### src/rtl/fc_layer_ctrl.sv
// fc_layer_ctrl: sequencer for one fully connected layer.
// Drives the shared weight ROM address and node strobes in lockstep.
module fc_layer_ctrl #(
    parameter int INPUT_HEIGHT = 4,
    parameter int NUM_NODES    = 4,
    localparam int KW = $clog2(INPUT_HEIGHT + 1),
    localparam int SW = (INPUT_HEIGHT > 1) ? $clog2(INPUT_HEIGHT) : 1
) (
    input  logic                 clk_i,
    input  logic                 reset_i,
    input  logic                 valid_i,
    output logic                 ready_o,
    output logic                 valid_o,
    input  logic                 ready_i,
    output logic                 in_load_o,
    output logic                 clr_sum_o,
    output logic [KW-1:0]        mem_addr_o,
    output logic                 en_sum_o,
    output logic [SW-1:0]        sel_o,
    output logic                 add_bias_o,
    output logic                 out_load_o,
    input  logic [NUM_NODES-1:0] ovf_i,
    output logic                 ovf_o,
    output logic                 busy_o
);

    typedef enum logic [2:0] {
        S_IDLE,
        S_MAC,
        S_BIAS,
        S_OUT,
        S_HOLD
    } state_t;

    state_t        r_state;
    state_t        w_next;
    logic [KW-1:0] r_k;
    logic          r_ovf;
    logic          w_accept;
    logic          w_last;

    assign w_accept = (r_state == S_IDLE) && valid_i;
    assign w_last   = (r_k == KW'(INPUT_HEIGHT - 1));
    assign ovf_o    = r_ovf;

    // State, term counter and sticky overflow registers
    always_ff @(posedge clk_i) begin
        if (reset_i) begin
            r_state <= S_IDLE;
            r_k     <= '0;
            r_ovf   <= 1'b0;
        end else begin
            r_state <= w_next;
            if (w_accept) begin
                r_k   <= '0;
                r_ovf <= 1'b0;
            end else begin
                if (en_sum_o && (|ovf_i)) begin
                    r_ovf <= 1'b1;
                end
                if ((r_state == S_MAC) && !w_last) begin
                    r_k <= r_k + KW'(1);
                end
            end
        end
    end

    // Next-state decode and per-state strobes
    always_comb begin
        w_next     = r_state;
        ready_o    = 1'b0;
        valid_o    = 1'b0;
        in_load_o  = 1'b0;
        clr_sum_o  = 1'b0;
        mem_addr_o = '0;
        en_sum_o   = 1'b0;
        sel_o      = '0;
        add_bias_o = 1'b0;
        out_load_o = 1'b0;
        busy_o     = 1'b1;
        unique case (r_state)
            S_IDLE: begin
                ready_o = 1'b1;
                busy_o  = 1'b0;
                if (valid_i) begin
                    in_load_o = 1'b1;
                    clr_sum_o = 1'b1;
                    w_next    = S_MAC;
                end
            end
            S_MAC: begin
                en_sum_o   = 1'b1;
                sel_o      = r_k[SW-1:0];
                mem_addr_o = r_k + KW'(1);
                if (w_last) begin
                    w_next = S_BIAS;
                end
            end
            S_BIAS: begin
                en_sum_o   = 1'b1;
                add_bias_o = 1'b1;
                mem_addr_o = KW'(INPUT_HEIGHT);
                w_next     = S_OUT;
            end
            S_OUT: begin
                out_load_o = 1'b1;
                w_next     = S_HOLD;
            end
            S_HOLD: begin
                valid_o = 1'b1;
                if (ready_i) begin
                    w_next = S_IDLE;
                end
            end
            default: begin
                w_next = S_IDLE;
            end
        endcase
    end

endmodule

### config.mk
export PLATFORM = sky130hd
export DESIGN_NAME = fc_layer_ctrl
export DESIGN_NICKNAME = d
export VERILOG_FILES = /design/src/rtl/fc_layer_ctrl.sv
export SDC_FILE = /design/constraint.sdc
export NUM_CORES = 1
export LEC_CHECK = 0
export BUFFER_PORTS_ARGS = -buffer_cell sky130_fd_sc_hd__clkbuf_2
export CORE_AREA = 2 2 39 41
export CTS_CLUSTER_SIZE = 28
export DETAILED_ROUTE_END_ITERATION = 16
export DIE_AREA = 0 0 41 43
export PLACE_DENSITY = 0.65
export SLEW_MARGIN = 25
export SYNTH_ARGS = -nofsm -noshare
export SYNTH_HDL_FRONTEND = slang
export SYNTH_SLANG_ARGS = --single-unit
export TNS_END_PERCENT = 20
### constraint.sdc
create_clock -name clk_i -period 1.3 [get_ports clk_i]
set_input_delay 0.065 -clock clk_i [delete_from_list [all_inputs] [get_ports clk_i]]
set_output_delay 0.065 -clock clk_i [all_outputs]
set_load 0.005 [all_outputs]
==> impl_metrics.yaml <==
sta:
  worstMarginPinSlew_ns: 0.3890
  max_freq_mhz: 730.7
  finalHoldViolations: 0
  setup_repair_after_global_routing_missed_its_margin: "true"
  setup_viol: 7
  timing.setup.tns_ns: -0.1592
  skew_ns: 0.01036
  worst_slack_ns: -0.06856
  drv_slew: 0
  timing.final.crit_period_ns: 1.369
  timing.slew.headroom: 0.7339
  post-route-period-util: 1.053
run_status:
  failed_checks: "negative setup slack"
  outcome: "finished, violations left"
critical_path:
  rrSetupSlack_ns: -0.06
  end_kind: "primary output"
  worst_r2r_endpoint: "r_k[1]"
  worst_path_most_repeated_cell: "sky130_fd_sc_hd__ha_4"
  arrival_ns: 1.30
  reg2reg_from: "r_k[0]"
  path_class: "register to primary output"
  cpPeakStageDelay_ns: 0.33
  cp.buffers_inverters: 2
  rr_worst_depth: 5
  cpMaxStageDelayCell: "sky130_fd_sc_hd__dfxtp_2"
  worst_path_dominant_cell_family: "adder cells"
  worst-endpoint-required_ns: 1.24
  cp_max_fo: 2
  timing.critical_path.from_type: "register"
  timing.critical_path.cells: "ha_4, ha_4, inv_2, o21a_1, clkbuf_2"
finish:
  area_growth_pct: 70.96
  insertedDiodeCount: 0
  layoutNonFillerInstCount: 98
  fillerInstances: 118
  layout.nets: 93
  drive_above_1_share: 0.6829
placement:
  dp.final_hpwl_um: 827.1
  finalWeightedCongestion: 0.6841
  placedCellCount: 91
  placement.setup.worst_slack_ns: -0.1178
  io_buffer_count: 21
pwr:
  total_power_uw: 574.2
  ir_drop_uv: 518.4
  power_density_nw_per_um2: 735.4
  p_leak_uw: 0.0003722
floorplanning:
  initial_core_util: 0.3300
  top_level_ports: 22
  design.core.area_um2: 1384
  placement_rows: 14
  die_height_um: 43
  floorplan.die_area_um2: 1763
  dieWidth_um: 41
clock_network:
  clock_tree_from_tritoncts: "built"
  clk_path_buf_depth: 2
  clock_transition_at_the_registers_of_the_reported_paths_ns: 0.06
  clock-sinks: 7
  clk_latency_ns: 0.26
  h-tree-depth: 1
  cts_root_buffer: "sky130_fd_sc_hd__clkbuf_4"
  tritoncts.num_buffers: 3
logic_synthesis:
  synth_unique_cells: 23
  synth_seq_area_share: 0.3068
  yosysWarningCount: 0
  yosys_register_bits: 7
  netlist_instances: 49
  synthesis.nets: 59
  synth_area_um2: 456.7
  synth_area_per_cell_um2: 9.320
routing:
  avgRoutedWirePerCell_um: 11.11
  drcViolationCount: 0
  drt_first_pass_iters: 2
  postRouteAntennaNets: 0
  drt-total-wl_um: 1089
  detailroute.via_count: 456
  vias_per_cell: 4.653
  drtIter0Drc: 1
global_routing:
  number_of_global_route_vias_before_repair: 409
  global_route.usage.total: 0.1480
  grt_start_max_net_pins: 12
  grt_antenna_before_repair: 0
  grt_first_pass_wirelength_um: 1669
  grt_remaining_overflow: 0
hold_path:
  min_path_cells: 2
  min-delay-path-class: "input pin to register"
  min_to: "r_state[1]"
  worst_hold_startpoint: "reset_i"
run:
  max-cap-violations: 0
per-stage QoR:
| stage | util | cell area, um^2 | hold slack (ns) |
|---|---|---|---|
| final | 0.5642 | 780.7 | 0.01816 |
| after detailed placement | 0.4647 | 643.1 | 0.2997 |
| after global routing | 0.5642 | 780.7 | 0.006897 |
| after global placement | 0.4647 | 643.1 | 0.2970 |
| after floorplan | - | 484.2 | 0.1418 |
| after CTS | 0.5235 | 724.4 | 0.007863 |
synth_stat cells:
cell type,n,share of area
sky130_fd_sc_hd__nor3_1,3,0.033
sky130_fd_sc_hd__inv_1,3,0.025
sky130_fd_sc_hd__a2111oi_0,1,0.019
sky130_fd_sc_hd__nor4_1,1,0.014
sky130_fd_sc_hd__dfxtp_1,7,0.31
sky130_fd_sc_hd__nor4b_1,1,0.019
sky130_fd_sc_hd__xnor2_1,2,0.038
sky130_fd_sc_hd__o21ba_2,2,0.044
sky130_fd_sc_hd__nor3b_1,3,0.049
sky130_fd_sc_hd__mux2i_1,2,0.044
sky130_fd_sc_hd__o21a_1,1,0.016
sky130_fd_sc_hd__and2_1,4,0.055
sky130_fd_sc_hd__a211oi_1,1,0.016
sky130_fd_sc_hd__and2b_1,1,0.016
sky130_fd_sc_hd__a21o_2,1,0.019
sky130_fd_sc_hd__nor4b_4,1,0.052
sky130_fd_sc_hd__buf_6,1,0.025
sky130_fd_sc_hd__nor2_1,4,0.033
sky130_fd_sc_hd__nor2b_1,3,0.041
sky130_fd_sc_hd__o21ai_0,1,0.011
sky130_fd_sc_hd__buf_4,3,0.049
sky130_fd_sc_hd__and3b_1,1,0.019
sky130_fd_sc_hd__ha_1,2,0.055
routing by layer:
metal | track usage | up-vias | routed length (um)
met1 | 0.1656 | 209 | 429
li1 | - | 236 | -
met4 | 0.08000 | 0 | 8
met5 | 0 | - | 0
met3 | 0.07853 | 2 | 46
met2 | 0.2156 | 9 | 604
flip-flops by register name, indices dropped and copies added (netlist names):
signal and cells:
ovf_o 1, r_state 3, r_k 3
worst max-delay path by stage:
| stage | slack, ns | from | cells past startpoint | end |
|---|---|---|---|---|
| 3_3_place_gp | -0.09 | r_k[1] | 5 | r_k[1] |
| 4_1_cts | -0.07 | r_k[0] | 5 | mem_addr_o[2] |
| 6_report | -0.07 | r_k[0] | 5 | mem_addr_o[2] |
| 5_1_grt | -0.15 | r_k[0] | 5 | r_k[1] |
| 2_1_floorplan | -0.06 | r_k[0] | 5 | r_k[1] |
| 3_5_place_dp | -0.12 | r_k[0] | 5 | r_k[1] |
cell usage in the layout, fill, tap and decap left out, types with 2 or more instances in the layout:
cell type	Yosys	routed
sky130_fd_sc_hd__clkbuf_2	0	19
sky130_fd_sc_hd__buf_4	3	7
sky130_fd_sc_hd__buf_6	1	5
sky130_fd_sc_hd__nor2_1	4	4
sky130_fd_sc_hd__clkbuf_4	0	3
sky130_fd_sc_hd__dfxtp_4	0	3
sky130_fd_sc_hd__and2_1	4	2
sky130_fd_sc_hd__nor3b_4	0	2
sky130_fd_sc_hd__inv_1	3	2
sky130_fd_sc_hd__and2_4	0	2
sky130_fd_sc_hd__mux2i_1	2	2
sky130_fd_sc_hd__nor3_1	3	2
sky130_fd_sc_hd__o21ba_2	2	2
sky130_fd_sc_hd__nor2b_1	3	2
sky130_fd_sc_hd__ha_4	0	2
sky130_fd_sc_hd__buf_2	0	2
sky130_fd_sc_hd__dfxtp_1	7	2
sky130_fd_sc_hd__dfxtp_2	0	2
cells by family after synthesis:
kind of cell	synth area share
flip-flops	0.3068
adder cells (fa/ha/maj)	0.05479
buffers and inverters	0.09862
multiplexers	0.04384
AND/OR/NAND/NOR	0.3315
XOR/XNOR	0.03836
AO/OA/AOI/OAI	0.1260
cell type report:
type / instances / area [um^2] / area share
multi-input cells: 35 / 355.3 / 0.4551
repair buffers: 33 / 214.0 / 0.2740
flip-flops and latches: 7 / 153.9 / 0.1971
clock buffers: 4 / 26.28 / 0.03365
well taps: 16 / 20.02 / 0.02564
inverters: 3 / 11.26 / 0.01442
power breakdown:
group | switching, uW | internal (uW)
clock network | 91.8 | 118
logic | 52.6 | 80.1
registers | 11.0 | 221
what timing repair did:
action                                  in CTS  in global routing
gates resized for setup                     13                 12
endpoints found under the setup margin      14                 14
gates cloned                                 0                  0
buffers inserted                             1                  2
hold buffers                                 0                  0
pin swaps                                    9                  2
(Power assumes the default switching activity.)
